**config.mk**
```make
export PLATFORM = sky130hd
export DESIGN_NAME = muldiv_stage
export DESIGN_NICKNAME = d
export VERILOG_FILES = /design/src/rtl/riscv_uop_pkg.sv /design/src/rtl/muldiv_stage_core.sv /design/src/rtl/muldiv_stage.sv
export SDC_FILE = /design/constraint.sdc
export NUM_CORES = 1
export LEC_CHECK = 0
export BUFFER_PORTS_ARGS = -buffer_cell sky130_fd_sc_hd__buf_2
export CAP_MARGIN = 5
export CORE_MARGIN = 2
export CORE_UTILIZATION = 50
export DETAILED_ROUTE_END_ITERATION = 6
export GPL_ROUTABILITY_DRIVEN = 0
export GPL_TIMING_DRIVEN = 0
export PLACE_DENSITY = 0.76
export SYNTH_ARGS = -nofsm -noshare
export SYNTH_HDL_FRONTEND = slang
export SYNTH_SLANG_ARGS = --single-unit
```
**constraint.sdc**
```tcl
create_clock -name clk -period 6.4 [get_ports clk]
set_clock_uncertainty 0.2 [all_clocks]
set_input_delay 0.96 -clock clk [delete_from_list [all_inputs] [get_ports clk]]
set_output_delay 0.96 -clock clk [all_outputs]
set_load 0.1 [all_outputs]
```
**src/rtl/riscv_uop_pkg.sv**
```systemverilog
// Shared uop definitions for the execute stages, plus the multiply/divide
// operation encoding and small helpers used by muldiv_stage.
package riscv_uop_pkg;

    // Encoded exactly as the RV32M/RV64M funct3 field.
    typedef enum logic [2:0] {
        MD_MUL    = 3'd0,
        MD_MULH   = 3'd1,
        MD_MULHSU = 3'd2,
        MD_MULHU  = 3'd3,
        MD_DIV    = 3'd4,
        MD_DIVU   = 3'd5,
        MD_REM    = 3'd6,
        MD_REMU   = 3'd7
    } md_op_e;

    // Micro-op bookkeeping carried alongside the result toward MEM/Retire.
    typedef struct packed {
        logic [31:0] pc;
        logic [4:0]  rd;
        logic [5:0]  tag;
        logic        wb_en;
    } uop_t;

    typedef enum logic [1:0] {
        ST_IDLE = 2'd0,
        ST_CALC = 2'd1,
        ST_DONE = 2'd2
    } md_state_e;

    // rs1 is treated as signed by MULH, MULHSU, DIV and REM.
    function automatic logic op1_signed(input md_op_e op);
        return op inside {MD_MULH, MD_MULHSU, MD_DIV, MD_REM};
    endfunction

    // rs2 is treated as signed by MULH, DIV and REM (not MULHSU).
    function automatic logic op2_signed(input md_op_e op);
        return op inside {MD_MULH, MD_DIV, MD_REM};
    endfunction

endpackage

```
**src/rtl/muldiv_stage_core.sv**
```systemverilog
// Iterative multiply/divide datapath: radix-2 shift-add multiplier and
// restoring divider running on operand magnitudes, with the final sign
// fix-up applied on the last iteration. One bit per cycle, XLEN cycles.
module muldiv_core
    import riscv_uop_pkg::*;
#(
    parameter int XLEN = 32
) (
    input  logic            clk,
    input  logic            rst,
    input  logic            start,
    input  logic            kill,
    input  md_op_e          op,
    input  logic [XLEN-1:0] op1,
    input  logic [XLEN-1:0] op2,
    output logic            done,
    output logic [XLEN-1:0] result
);

    localparam int CNT_W = $clog2(XLEN) + 1;

    // Magnitude of a two's-complement value when its sign flag is set.
    function automatic logic [XLEN-1:0] mag(input logic signed [XLEN-1:0] v, input logic neg);
        return neg ? $unsigned(-v) : $unsigned(v);
    endfunction

    logic              busy;
    logic [CNT_W-1:0]  cnt;
    md_op_e            op_q;
    logic              neg1;
    logic              neg2;
    logic [XLEN-1:0]   operand;     // |multiplicand| or |divisor|
    logic [2*XLEN-1:0] acc;         // product accumulator, multiplier in low half
    logic [XLEN-1:0]   quo;         // dividend shifting out / quotient shifting in
    logic [XLEN:0]     rem;         // partial remainder

    logic [XLEN:0]     sum;
    logic [2*XLEN-1:0] acc_next;
    logic [XLEN+1:0]   shifted;
    logic [XLEN+1:0]   diff;
    logic [XLEN:0]     rem_next;
    logic [XLEN-1:0]   quo_next;
    logic [2*XLEN-1:0] prod_fix;
    logic              last;

    assign last = (cnt == CNT_W'(XLEN - 1));
    assign done = busy && last;

    // One multiply step and one restoring-divide step, plus the signed result.
    always_comb begin
        sum      = {1'b0, acc[2*XLEN-1:XLEN]} + {1'b0, operand};
        acc_next = acc[0] ? {sum, acc[XLEN-1:1]} : {1'b0, acc[2*XLEN-1:1]};

        shifted  = {rem, quo[XLEN-1]};
        diff     = shifted - {2'b00, operand};
        if (!diff[XLEN+1]) begin
            rem_next = diff[XLEN:0];
            quo_next = {quo[XLEN-2:0], 1'b1};
        end else begin
            rem_next = shifted[XLEN:0];
            quo_next = {quo[XLEN-2:0], 1'b0};
        end

        prod_fix = (neg1 ^ neg2) ? -acc_next : acc_next;

        result = '0;
        case (op_q)
            MD_MUL:                     result = prod_fix[XLEN-1:0];
            MD_MULH, MD_MULHSU, MD_MULHU: result = prod_fix[2*XLEN-1:XLEN];
            MD_DIV, MD_DIVU:            result = (neg1 ^ neg2) ? -quo_next : quo_next;
            MD_REM, MD_REMU:            result = neg1 ? -rem_next[XLEN-1:0] : rem_next[XLEN-1:0];
            default:                    result = '0;
        endcase
    end

    // Control: busy flag and iteration counter.
    always_ff @(posedge clk) begin
        if (rst) begin
            busy <= 1'b0;
            cnt  <= '0;
        end else if (kill) begin
            busy <= 1'b0;
            cnt  <= '0;
        end else if (start) begin
            busy <= 1'b1;
            cnt  <= '0;
        end else if (busy) begin
            if (last) begin
                busy <= 1'b0;
                cnt  <= '0;
            end else begin
                cnt <= cnt + 1'b1;
            end
        end
    end

    // Datapath: load magnitudes on start, then advance one bit per cycle.
    always_ff @(posedge clk) begin
        if (start) begin
            op_q    <= op;
            neg1    <= op1_signed(op) & op1[XLEN-1];
            neg2    <= op2_signed(op) & op2[XLEN-1];
            acc     <= {{XLEN{1'b0}}, mag(op2, op2_signed(op) & op2[XLEN-1])};
            quo     <= mag(op1, op1_signed(op) & op1[XLEN-1]);
            rem     <= '0;
            operand <= op[2] ? mag(op2, op2_signed(op) & op2[XLEN-1])
                             : mag(op1, op1_signed(op) & op1[XLEN-1]);
        end else if (busy) begin
            acc <= acc_next;
            quo <= quo_next;
            rem <= rem_next;
        end
    end

endmodule

```
**src/rtl/muldiv_stage.sv**
```systemverilog
// Multiply/divide execute stage: valid/ready handshake on both sides, an
// IDLE/CALC/DONE controller around muldiv_core, a one-cycle path for the
// divide-by-zero and signed-overflow cases, and the registered result/uop.
module muldiv_stage
    import riscv_uop_pkg::*;
#(
    parameter int XLEN = 32
) (
    input  logic            clk,
    input  logic            rst,
    input  logic            i_valid,
    output logic            o_ready,
    input  logic [XLEN-1:0] i_op1,
    input  logic [XLEN-1:0] i_op2,
    input  md_op_e          i_md_op,
    input  uop_t            i_uop,
    input  logic            i_flush,
    output logic            o_valid,
    input  logic            i_ready,
    output logic [XLEN-1:0] o_result,
    output uop_t            o_uop_forward,
    output logic            o_busy
);

    localparam logic [XLEN-1:0] MIN_INT = {1'b1, {(XLEN-1){1'b0}}};

    md_state_e       state;
    logic            accept;
    logic            fast;
    logic [XLEN-1:0] fast_res;
    logic            core_done;
    logic [XLEN-1:0] core_result;

    assign o_ready = (state == ST_IDLE);
    assign o_busy  = (state != ST_IDLE);
    assign accept  = i_valid && o_ready && !i_flush;

    // Division corner cases resolved without iterating.
    always_comb begin
        fast     = 1'b0;
        fast_res = '0;
        if (i_md_op inside {MD_DIV, MD_DIVU, MD_REM, MD_REMU}) begin
            if (i_op2 == '0) begin
                fast     = 1'b1;
                fast_res = (i_md_op inside {MD_REM, MD_REMU}) ? i_op1 : '1;
            end else if ((i_md_op inside {MD_DIV, MD_REM}) && i_op1 == MIN_INT && i_op2 == '1) begin
                fast     = 1'b1;
                fast_res = (i_md_op == MD_DIV) ? MIN_INT : '0;
            end
        end
    end

    muldiv_core #(
        .XLEN (XLEN)
    ) u_core (
        .clk    (clk),
        .rst    (rst),
        .start  (accept && !fast),
        .kill   (i_flush),
        .op     (i_md_op),
        .op1    (i_op1),
        .op2    (i_op2),
        .done   (core_done),
        .result (core_result)
    );

    // Stage controller with registered valid, result and uop.
    always_ff @(posedge clk) begin
        if (rst) begin
            state         <= ST_IDLE;
            o_valid       <= 1'b0;
            o_result      <= '0;
            o_uop_forward <= '0;
        end else if (i_flush) begin
            state   <= ST_IDLE;
            o_valid <= 1'b0;
        end else begin
            case (state)
                ST_IDLE: begin
                    if (i_valid) begin
                        o_uop_forward <= i_uop;
                        if (fast) begin
                            o_result <= fast_res;
                            o_valid  <= 1'b1;
                            state    <= ST_DONE;
                        end else begin
                            state <= ST_CALC;
                        end
                    end
                end
                ST_CALC: begin
                    if (core_done) begin
                        o_result <= core_result;
                        o_valid  <= 1'b1;
                        state    <= ST_DONE;
                    end
                end
                ST_DONE: begin
                    if (i_ready) begin
                        o_valid <= 1'b0;
                        state   <= ST_IDLE;
                    end
                end
                default: begin
                    state   <= ST_IDLE;
                    o_valid <= 1'b0;
                end
            endcase
        end
    end

endmodule

```
==> run_results.csv <==
group,metric,value,unit
place,dpl_cell_area,21700,um^2
global_route,grt_antenna_before_repair,7,
timing,setup_viol,0,
critical_path,critPathCaptureType,"register",
synth,ys_top_cells_by_count,"nor2_1 (361), nand2_1 (292), a21oi_1 (237)",
global_route,grt_start_max_net_pins,65,
run_status,outcome,"finished clean",
routing,dr_total_vias,22116,
place,dp_hpwl,62.9,mm
synth,async_flop_share,0,
synth,syn-num-nets,2788,
routing,wl_per_cell,23.4,um
synth,yosys-top-cells-area,"edfxtp_1 (15%), dfxtp_1 (15%), nor2_1 (6.8%)",
clock_tree,htreeDepth,1,
synth,synth_top_cell_by_area,"edfxtp_1",
timing,setup_tns,0,ns
clock_tree,cts.sinks,252,
synth,avgSynthCellArea,7.71,um^2
cells_and_area,nNetsFinal,3011,
clock_tree,root_buffer,"clkbuf_16",
timing,hold_viol_final,0,
synth,syn_inst,2599,
routing,drc,0,
floorplan,die_w,204,um
power_and_ir_drop,power,0.00588,W
timing,drv_slew,0,
cells_and_area,drive_above_1_share,0.113,
clock_tree,cts_buffers,28,
synth,yosys_warnings,0,
global_route,grt_pass1_vias,19913,
power_and_ir_drop,ir_drop,195,uV
cells_and_area,final_util,0.572,
timing,finalCritPeriodShare,0.970,
cells_and_area,post-route-cell-area,22700,um^2
synth,ys_ff_latch,252,
routing,drtPass1Iterations,7,
timing,holdWs,0.252,ns
synth,netlist.area_leader.share,0.151,
power_and_ir_drop,p_leak,8.67,nW
global_route,grt_overflow,0,
hold_path,hp-class,"register to register",
timing,tightest_slew,1.12,ns
cells_and_area,area_growth,13.0,%
floorplan,core_area,39600,um^2
floorplan,fp.dieArea,41700,um^2
synth,seq_area_frac_synth,0.302,
synth,synth_ff_type,"dfxtp_1",
clock_tree,clk_pin_slew,0.07,ns
routing,antenna_left,0,
critical_path,cp_max_fo,10,
critical_path,worstPathArrival,6.42,ns
timing,slew_headroom,0.249,
routing,wl,78.9,mm
clock_tree,cts_tree,"yes",
critical_path,criticalPathCategory,"register to register",
global_route,grt_pass1_wl,116,mm
synth,synth_edf_count,101,
synth,synth.distinct_cells,93,
run,drv_cap,0,
synth,synth.most_common_cell,"nor2_1",
cells_and_area,num-fill-cells,3680,
routing,avgViaCountPerCell,6.55,
floorplan,start_util,0.506,
global_route,gr-usage-all-layers,0.363,
floorplan,row_count,73,
floorplan,die_y,204,um
critical_path,cp.required,6.62,ns
critical_path,cp-start-kind,"register",
timing,period_minus_slack,6.21,ns
clock_tree,clk_latency,0.56,ns
timing,fmaxAchievable,161,MHz
synth,synth_area,20000,um^2
place,portBuffers,192,
floorplan,io_pins,195,
routing,drt_iter0_drc,3624,
power_and_ir_drop,power.density,260,nW/um^2
clock_tree,cts.path.max_buffers,3,
clock_tree,hold_buffers,0,
logic make-up (layout without fill, tap and decap cells):
| logic type | after synthesis | count (layout) | synth area share |
|---|---|---|---|
| and+or+nand+nor | 986 | 986 | 0.227 |
| AOI/OAI and AO/OA | 776 | 776 | 0.251 |
| DFF | 252 | 252 | 0.302 |
| buffers and inverters | 227 | 472 | 0.0444 |
| xor gates and xnor gates | 218 | 218 | 0.0952 |
| adders and majority gates | 73 | 73 | 0.0463 |
| muxes | 67 | 67 | 0.0339 |
| other | 0 | 5 | 0 |
routing by layer:
| metal | global-route usage | up-vias | wire [um] |
|---|---|---|---|
| li1 | - | 9925 | - |
| met4 | 0.215 | 2 | 5940 |
| met3 | 0.0998 | 349 | 11300 |
| met1 | 0.468 | 10220 | 28900 |
| met2 | 0.541 | 1620 | 32800 |
| met5 | 0.00833 | - | 8 |
report_power, final:
part | internal (W) | switching (W)
Sequential | 0.00181 | 0.000153
Clock | 0.000888 | 0.000701
Combinational | 0.000767 | 0.00157
Total | 0.00346 | 0.00242
metrics by stage:
stage / setup slack, ns / cells
after global routing: -0.00882 / 3370
after detailed placement: -0.0561 / 3317
after CTS: 0.0973 / 3369
after global placement: -0.759 / 3316
after floorplan: 0.363 / 2599
final: 0.192 / 3374
placed cells by master (no fill, tap or decap), drive strengths merged, types with 31 or more instances in the layout:
cell type	instances
dfxtp	151
o31ai	31
mux2i	60
xnor2	119
ha	71
xor2	99
nor4	31
a211oi	71
edfxtp	101
clkbuf	141
nand2	292
inv	83
or3	31
nor2	361
nand3	34
a21oi	237
buf	231
o21ai	178
nor3	84
final cells by class:
type | instances | area (um^2) | share of cell area
antenna | 5 | 12.5 | 0.000552
multi-input combinational | 2120 | 13100 | 0.580
clock buffer | 33 | 752 | 0.0332
timing repair buffer | 197 | 1010 | 0.0446
buffer | 142 | 577 | 0.0255
tap | 525 | 657 | 0.0290
inverter | 81 | 304 | 0.0134
clock inverter | 19 | 145 | 0.00641
sequential | 252 | 6060 | 0.267
worst max-delay path, stage by stage (launching register included):
cell	delay [ns]
edfxtp_1	0.53
inv_1	0.14
ha_1	0.32
clkbuf_1	0.22
a21oi_1	0.28
o21ai_0	0.13
a21o_1	0.21
o211ai_2	0.23
and4b_4	0.31
nor3_4	0.07
inv_2	0.12
buf_2	0.23
clkbuf_4	0.31
buf_2	0.35
ha_1	0.24
nand2b_1	0.16
nor3_2	0.34
nand2_1	0.20
nor2_1	0.21
nand2_1	0.12
o21ai_0	0.26
xnor2_1	0.15
a211o_1	0.34
a221oi_2	0.26
nor4_2	0.09
sequential cells by signal, summed over array words and instances, names as in the netlist:
register,count
u_core.acc,64
o_uop_forward,44
u_core.rem,33
o_result,32
u_core.operand,32
u_core.quo,32
u_core.cnt,6
u_core.op_q,3
state,2
o_valid,1
u_core.busy,1
u_core.neg1,1
u_core.neg2,1
worst paths after layout:
kind / startpoint / endpoint / slack, ns / cells after the start
worst min-delay path: o_uop_forward[1]$_SDFFE_PP0P_ / o_uop_forward[1]$_SDFFE_PP0P_ / 0.25 / 2
worst max-delay path: u_core.operand[12]$_DFFE_PP_ / o_result[24]$_SDFFE_PP0P_ / 0.19 / 24
worst min register to register: o_uop_forward[1]$_SDFFE_PP0P_ / o_uop_forward[1]$_SDFFE_PP0P_ / 0.25 / 2
worst max register to register: u_core.operand[12]$_DFFE_PP_ / o_result[24]$_SDFFE_PP0P_ / 0.19 / 24
repair_timing:
item,4_1_cts,5_1_grt
cloned,0,0
setup endpoints to repair,3,7
resized for setup,1,9
setup buffers,0,4
pin swaps,0,3
Note: power is estimated with default switching activity, not from simulation.
